--- src/rtl/switch_debouncer.sv ---
// Synchronises and debounces a vector of raw switch pins; emits clean level, press/release pulses and press counts.
// Optional long-press detection is built when SWITCH_DEBOUNCER_LONG_PRESS_EN is defined.
module switch_debouncer #(
  parameter int NUM_SW          = 2,
  parameter int DEBOUNCE_CYCLES = 600000,
  parameter bit ACTIVE_LOW      = 1'b0,
  parameter int LONG_CYCLES     = 60000000
) (
  input  logic                  clk,
  input  logic                  reset_n,
  input  logic [NUM_SW-1:0]     sw_in,
  output logic [NUM_SW-1:0]     sw_state,
  output logic [NUM_SW-1:0]     press_pulse,
  output logic [NUM_SW-1:0]     release_pulse,
  output logic [NUM_SW-1:0]     long_pulse,
  output logic [NUM_SW*8-1:0]   press_count
);

  localparam int CW = $clog2(DEBOUNCE_CYCLES);
  localparam logic [CW-1:0] CNT_LAST = CW'(DEBOUNCE_CYCLES - 1);

`ifdef SWITCH_DEBOUNCER_LONG_PRESS_EN
  localparam int HW = $clog2(LONG_CYCLES + 1);
  localparam logic [HW-1:0] HOLD_MAX = HW'(LONG_CYCLES);
  localparam logic [HW-1:0] HOLD_PRE = HW'(LONG_CYCLES - 1);
`endif

  typedef enum logic [1:0] {
    RELEASED   = 2'd0,
    PRESS_PEND = 2'd1,
    PRESSED    = 2'd2,
    REL_PEND   = 2'd3
  } state_t;

  for (genvar i = 0; i < NUM_SW; i++) begin : g_ch
    logic          sync1;
    logic          sync2;
    logic          level;
    state_t        state;
    state_t        state_nxt;
    logic [CW-1:0] cnt;
    logic [CW-1:0] cnt_nxt;
    logic          press_nxt;
    logic          release_nxt;
    logic          press_q;
    logic          release_q;
    logic [7:0]    count;

    // Sync flops idle at the released pin level so reset never looks like a press.
    always_ff @(posedge clk or negedge reset_n) begin
      if (!reset_n) begin
        sync1 <= ACTIVE_LOW;
        sync2 <= ACTIVE_LOW;
      end else begin
        sync1 <= sw_in[i];
        sync2 <= sync1;
      end
    end

    assign level = sync2 ^ ACTIVE_LOW;

    always_comb begin
      state_nxt   = state;
      cnt_nxt     = '0;
      press_nxt   = 1'b0;
      release_nxt = 1'b0;
      unique case (state)
        RELEASED: begin
          if (level) begin
            state_nxt = PRESS_PEND;
            cnt_nxt   = cnt + CW'(1);
          end
        end
        PRESS_PEND: begin
          if (!level) begin
            state_nxt = RELEASED;
          end else if (cnt == CNT_LAST) begin
            state_nxt = PRESSED;
            press_nxt = 1'b1;
          end else begin
            cnt_nxt = cnt + CW'(1);
          end
        end
        PRESSED: begin
          if (!level) begin
            state_nxt = REL_PEND;
            cnt_nxt   = cnt + CW'(1);
          end
        end
        REL_PEND: begin
          if (level) begin
            state_nxt = PRESSED;
          end else if (cnt == CNT_LAST) begin
            state_nxt   = RELEASED;
            release_nxt = 1'b1;
          end else begin
            cnt_nxt = cnt + CW'(1);
          end
        end
        default: state_nxt = RELEASED;
      endcase
    end

    always_ff @(posedge clk or negedge reset_n) begin
      if (!reset_n) begin
        state     <= RELEASED;
        cnt       <= '0;
        press_q   <= 1'b0;
        release_q <= 1'b0;
        count     <= 8'd0;
      end else begin
        state     <= state_nxt;
        cnt       <= cnt_nxt;
        press_q   <= press_nxt;
        release_q <= release_nxt;
        if (press_nxt) begin
          count <= count + 8'd1;
        end
      end
    end

    assign sw_state[i]          = (state == PRESSED) || (state == REL_PEND);
    assign press_pulse[i]       = press_q;
    assign release_pulse[i]     = release_q;
    assign press_count[8*i +: 8] = count;

`ifdef SWITCH_DEBOUNCER_LONG_PRESS_EN
    logic [HW-1:0] hold;
    logic          long_q;

    // Hold counter saturates so only one long pulse can fire per press.
    always_ff @(posedge clk or negedge reset_n) begin
      if (!reset_n) begin
        hold   <= '0;
        long_q <= 1'b0;
      end else begin
        long_q <= sw_state[i] && (hold == HOLD_PRE);
        if (!sw_state[i]) begin
          hold <= '0;
        end else if (hold != HOLD_MAX) begin
          hold <= hold + HW'(1);
        end
      end
    end

    assign long_pulse[i] = long_q;
`else
    assign long_pulse[i] = 1'b0;
`endif
  end

endmodule

--- config.mk ---
export PLATFORM = sky130hd
export DESIGN_NAME = switch_debouncer
export DESIGN_NICKNAME = d
export VERILOG_FILES = /design/src/rtl/switch_debouncer.sv
export SDC_FILE = /design/constraint.sdc
export NUM_CORES = 1
export LEC_CHECK = 0
export CAP_MARGIN = 20
export CELL_PAD_IN_SITES_DETAIL_PLACEMENT = 1
export CELL_PAD_IN_SITES_GLOBAL_PLACEMENT = 1
export CORE_AREA = 2 2 118 131
export CTS_CLUSTER_SIZE = 25
export DETAILED_ROUTE_END_ITERATION = 10
export DIE_AREA = 0 0 120 133
export PLACE_DENSITY_LB_ADDON = 0.1
export SLEW_MARGIN = 20
export SYNTH_ARGS = -nofsm -noshare
export SYNTH_HDL_FRONTEND = slang
export SYNTH_SLANG_ARGS = --single-unit
--- constraint.sdc ---
create_clock -name clk -period 4.2 [get_ports clk]
set_input_delay 0.84 -clock clk [delete_from_list [all_inputs] [get_ports clk]]
set_output_delay 0.84 -clock clk [all_outputs]
set_load 0.01 [all_outputs]
# Word level (Yosys, flattened, before mapping)
# Cells that the tools add are included.
[word_totals]
output_inout_bits = 24
inputBits = 4
regBits = 68
elab_cells = 76
[op_classes]
n_eq_ne = 16
n_addsub = 4
mux = 36
n_reduce_logical = 6
[op_table]
columns = ["cell", "count"]
rows = [
  ["2-to-1 mux 20 bit", 10],
  ["case mux 20 bit (4 select lines)", 2],
  ["adder 20 x 1 -> 20 bit, second input constant", 2],
  ["equality test 20 bit, second input constant", 2],
  ["2-to-1 mux 2 bit", 12],
  ["adder 8 x 1 -> 8 bit, second input constant", 2],
  ["case mux 2 bit (4 select lines)", 2],
  ["!= test 3 bit, second input constant", 4],
  ["2-to-1 mux 1 bit", 10],
  ["equality test 2 bit, second input constant", 4],
  ["!= test 2 bit, second input constant", 4],
  ["AND reduction 4 bit", 2],
  ["equality test 2 x 1 -> 1 bit, second input constant", 2],
  ["logical NOT 2 bit", 2],
  ["logical OR 1 bit", 2],
]

# Longest topological paths before layout
[logic_depth]
ltp_word = 4
depth_mapped = 7
ltp_nobuf = 6

# Least setup slack after synthesis
# Ideal clock, no wire load.
[synth_path]
kind = "register to register"
start = "reg g_ch[0].cnt[0]"
end = "reg g_ch[0].count[1]"
period_less_slack_ns = 1.829
arrival_ns = 1.704
setup_ns = 0.125
n_path_buf = 2
path_stages_with_launch = 8
path_slack_ns = 2.371
t_required_ns = 4.075
cell_sequence = "dfrtp_1 > ha_1 > and4_1 > buf_4 > nand4_1 > buf_2 > nor3_2 > mux2_2"
[synth_via]
elab_chain_len = 4
[synth_lines]
columns = ["element", "line", "rtl"]
rows = [
  ["start: declaration", "41", "logic [CW-1:0] cnt;"],
  ["start signal: assignment", "113", "cnt <= cnt_nxt;"],
  ["equality test 20 bit", "77", "end else if (cnt == CNT_LAST) begin"],
  ["2-to-1 mux 1 bit", "77", ""],
  ["2-to-1 mux 1 bit", "75", "if (!level) begin"],
  ["2-to-1 mux 1 bit", "67", "unique case (state)"],
  ["end signal: assignment", "117", "count <= count + 8'd1;"],
  ["end: declaration", "47", "logic [7:0] count;"],
]
# Every way passes these cells.
# A chain may end at the register's enable or synchronous reset.

# Worst setup path after layout
# Same ends and word-level chain as after synthesis.

==> impl_metrics.tcl <==
set metrics [dict create \
    layout_common_cells "68 x dfrtp_1, 31 x nor2_1, 25 x xor2_1" \
    drive_above_1_share_pct 10.9 \
    cts_tree "done" \
    postCtsSetupBuffers 0 \
    crit_type "flip-flop to flip-flop" \
    clkTransAtPathRegs_ps 60 \
    cts_made_buffers 9 \
    final_common_cell "dfrtp_1" \
    status "finished clean" \
    cts_sinks 68 \
    powerDensity_nw_per_um2 362 \
    wl_per_cell_microns 14.0 \
    port-buffer-count 25 \
    grt_max_degree 69 \
    layout.nets 343 \
    rows 47 \
    htreeDepth 3 \
    die-area_sq_um 16000 \
    whs_ps 348 \
    drtIter0Drc 96 \
    vias_per_cell 4.41 \
    route.vias.total 2361 \
    skew_ps 8.23 \
    clk_path_buf_depth 2 \
    avgSynthCellArea_sq_um 10.5 \
    crit_fanout 11 \
    drt-total-wl_microns 7470 \
    drc 0 \
    core_area_sq_um 14800 \
    grt-ovfl-total 0 \
    yosysUniqueCellTypes 40 \
    maxSlewHeadroom_pct 39.1 \
    synth_cells 314 \
    worstPathArrival_ps 2670 \
    dp_hpwl_microns 5050 \
    setup_viol 0 \
    drt_pre_antenna_iters 4 \
    area_growth_pct 20.7 \
    clk_latency_ps 330 \
    setup_slack_ps 1750 \
    cp.required_ps 4420 \
    die_w_microns 120 \
    die_h_microns 133 \
    worst_pin_slew_ps 914 \
    slowest_stage "nand4_1" \
    num_antenna_cells 0 \
    postCtsHoldBufs 0 \
    synthTopCellsByArea "dfrtp_1 51%, xor2_1 6.6%, nor2_1 3.5%" \
    floorplan.initialDensity_pct 22.4 \
    ys_warn_count 0 \
    antenna_found_initial 0 \
    pre_cts_slack_ps 1720 \
    setup-tns-final_ps 0 \
    r2r_cells 5 \
    hold_class "flip-flop to flip-flop" \
    place_area_sq_um 3710 \
    hold-path-cell-count 0 \
    syn_area_sq_um 3310 \
    rsz0062_at_grt "false" \
    grt_first_pass_wirelength_microns 12900 \
    yosys.area.top_type "dfrtp_1" \
    slew_violations 0 \
    cp-start-kind "flip-flop" \
    antenna_left 0 \
    max_cap_violations 0 \
    p_leak_nw 1.67 \
    cts_resized 0 \
    finalCritPeriodShare_pct 58.5 \
    hold_viol 0 \
    vdd_ir_drop_max_v 0.000159 \
    io_pins 28 \
    max_stage_delay_ps 560 \
    design_area_sq_um 4000 \
    gp_congestion 0.713 \
    root_buffer "clkbuf_16" \
    fmax_ghz 0.407 \
    grt_usage_pct 10.3 \
    end_kind "flip-flop" \
    grt_pass1_vias 2495 \
    ys_seq_elements 68 \
    synth-seq-area-share_pct 51.4 \
    synth_top_cell_area_share_pct 51.4 \
    crit_chain "ha_1, and4_1, nand4_1, nor3_2, mux2_2" \
    period_minus_slack_ps 2450 \
]
[layer usage]
metal / vias up / GRT usage (%) / wire [microns]
met5: - / 0 / 0
met4: 0 / 4.90 / 161
met3: 13 / 2.84 / 247
met2: 28 / 15.3 / 3300
met1: 1182 / 13.9 / 3770
li1: 1138 / - / -
[power breakdown]
part           internal (mW)  leakage (nW)  switching (mW)
Clock                  0.460         0.145           0.279
Combinational         0.0104         0.592          0.0274
Sequential             0.663         0.931         0.00740
Total                   1.13          1.67           0.314
[critical path, delay by kind of cell (launching register included)]
| kind | cells | cell delay [ps] |
|---|---|---|
| DFF | 1 | 380 |
| and+or+nand+nor | 3 | 1360 |
| adders and majority gates | 1 | 230 |
| muxes | 1 | 360 |
[stage by stage]
step                power [mW]  instances  util [%]
finish                    1.45        535      27.1
global placement         0.722        520      25.1
detailed placement       0.723        520      25.1
floorplan                0.699        315         -
CTS                       1.48        535      27.1
global route              1.51        535      27.1
[cell type report]
class                      instances  area (sq um)
sequential                        68          1700
multi-input combinational        222          1470
clock buffer                      14           284
timing repair buffer              28           268
tap                              196           245
inverter                           6          22.5
clock inverter                     1          5.00
fill                            1665         10800
[synth_stat cells (all sizes together)]
library cell / count
a21oi: 13
and2: 6
and3: 8
and4: 6
buf: 16
clkbuf: 3
conb: 1
dfrtp: 68
ha: 4
inv: 6
mux2: 4
nand2: 20
nand2b: 2
nand3: 17
nand4: 18
nor2: 31
nor2b: 2
nor3: 10
nor3b: 1
nor4: 7
nor4b: 3
nor4bb: 1
o21ai: 10
o31ai: 5
or2: 1
or3: 8
or4: 5
xnor2: 13
xor2: 25
[flip-flops by register name (all words and copies together), names as in the netlist, named ones only]
name            cells
g_ch.cnt           40
g_ch.count         16
g_ch.level          2
g_ch.press_q        2
g_ch.release_q      2
g_ch.state          2
g_ch.sync1          2
[final timing paths]
kind / from / to / slack [ps]
max: g_ch[0].cnt[0] / g_ch[0].count[1] / 1750
min: g_ch[0].sync1 / g_ch[0].level / 350
max reg2reg: g_ch[0].cnt[0] / g_ch[0].count[1] / 1750
min reg2reg: g_ch[0].sync1 / g_ch[0].level / 350
max in group asynchronous: reset_n / g_ch[1].cnt[8] / 2880
min in group asynchronous: reset_n / g_ch[0].count[2] / 730
[kinds of logic after synthesis]
family                     count (synthesis)  synth area share (%)
and+or+nand+nor                          146                  26.6
DFF                                       68                  51.4
xor gates and xnor gates                  38                  10.1
AOI/OAI and AO/OA                         28                  4.61
buffers and inverters                     25                  4.35
adders and majority gates                  4                  1.51
muxes                                      4                  1.36
other                                      1                 0.113
No activity file was read; power rests on OpenSTA's default activity.
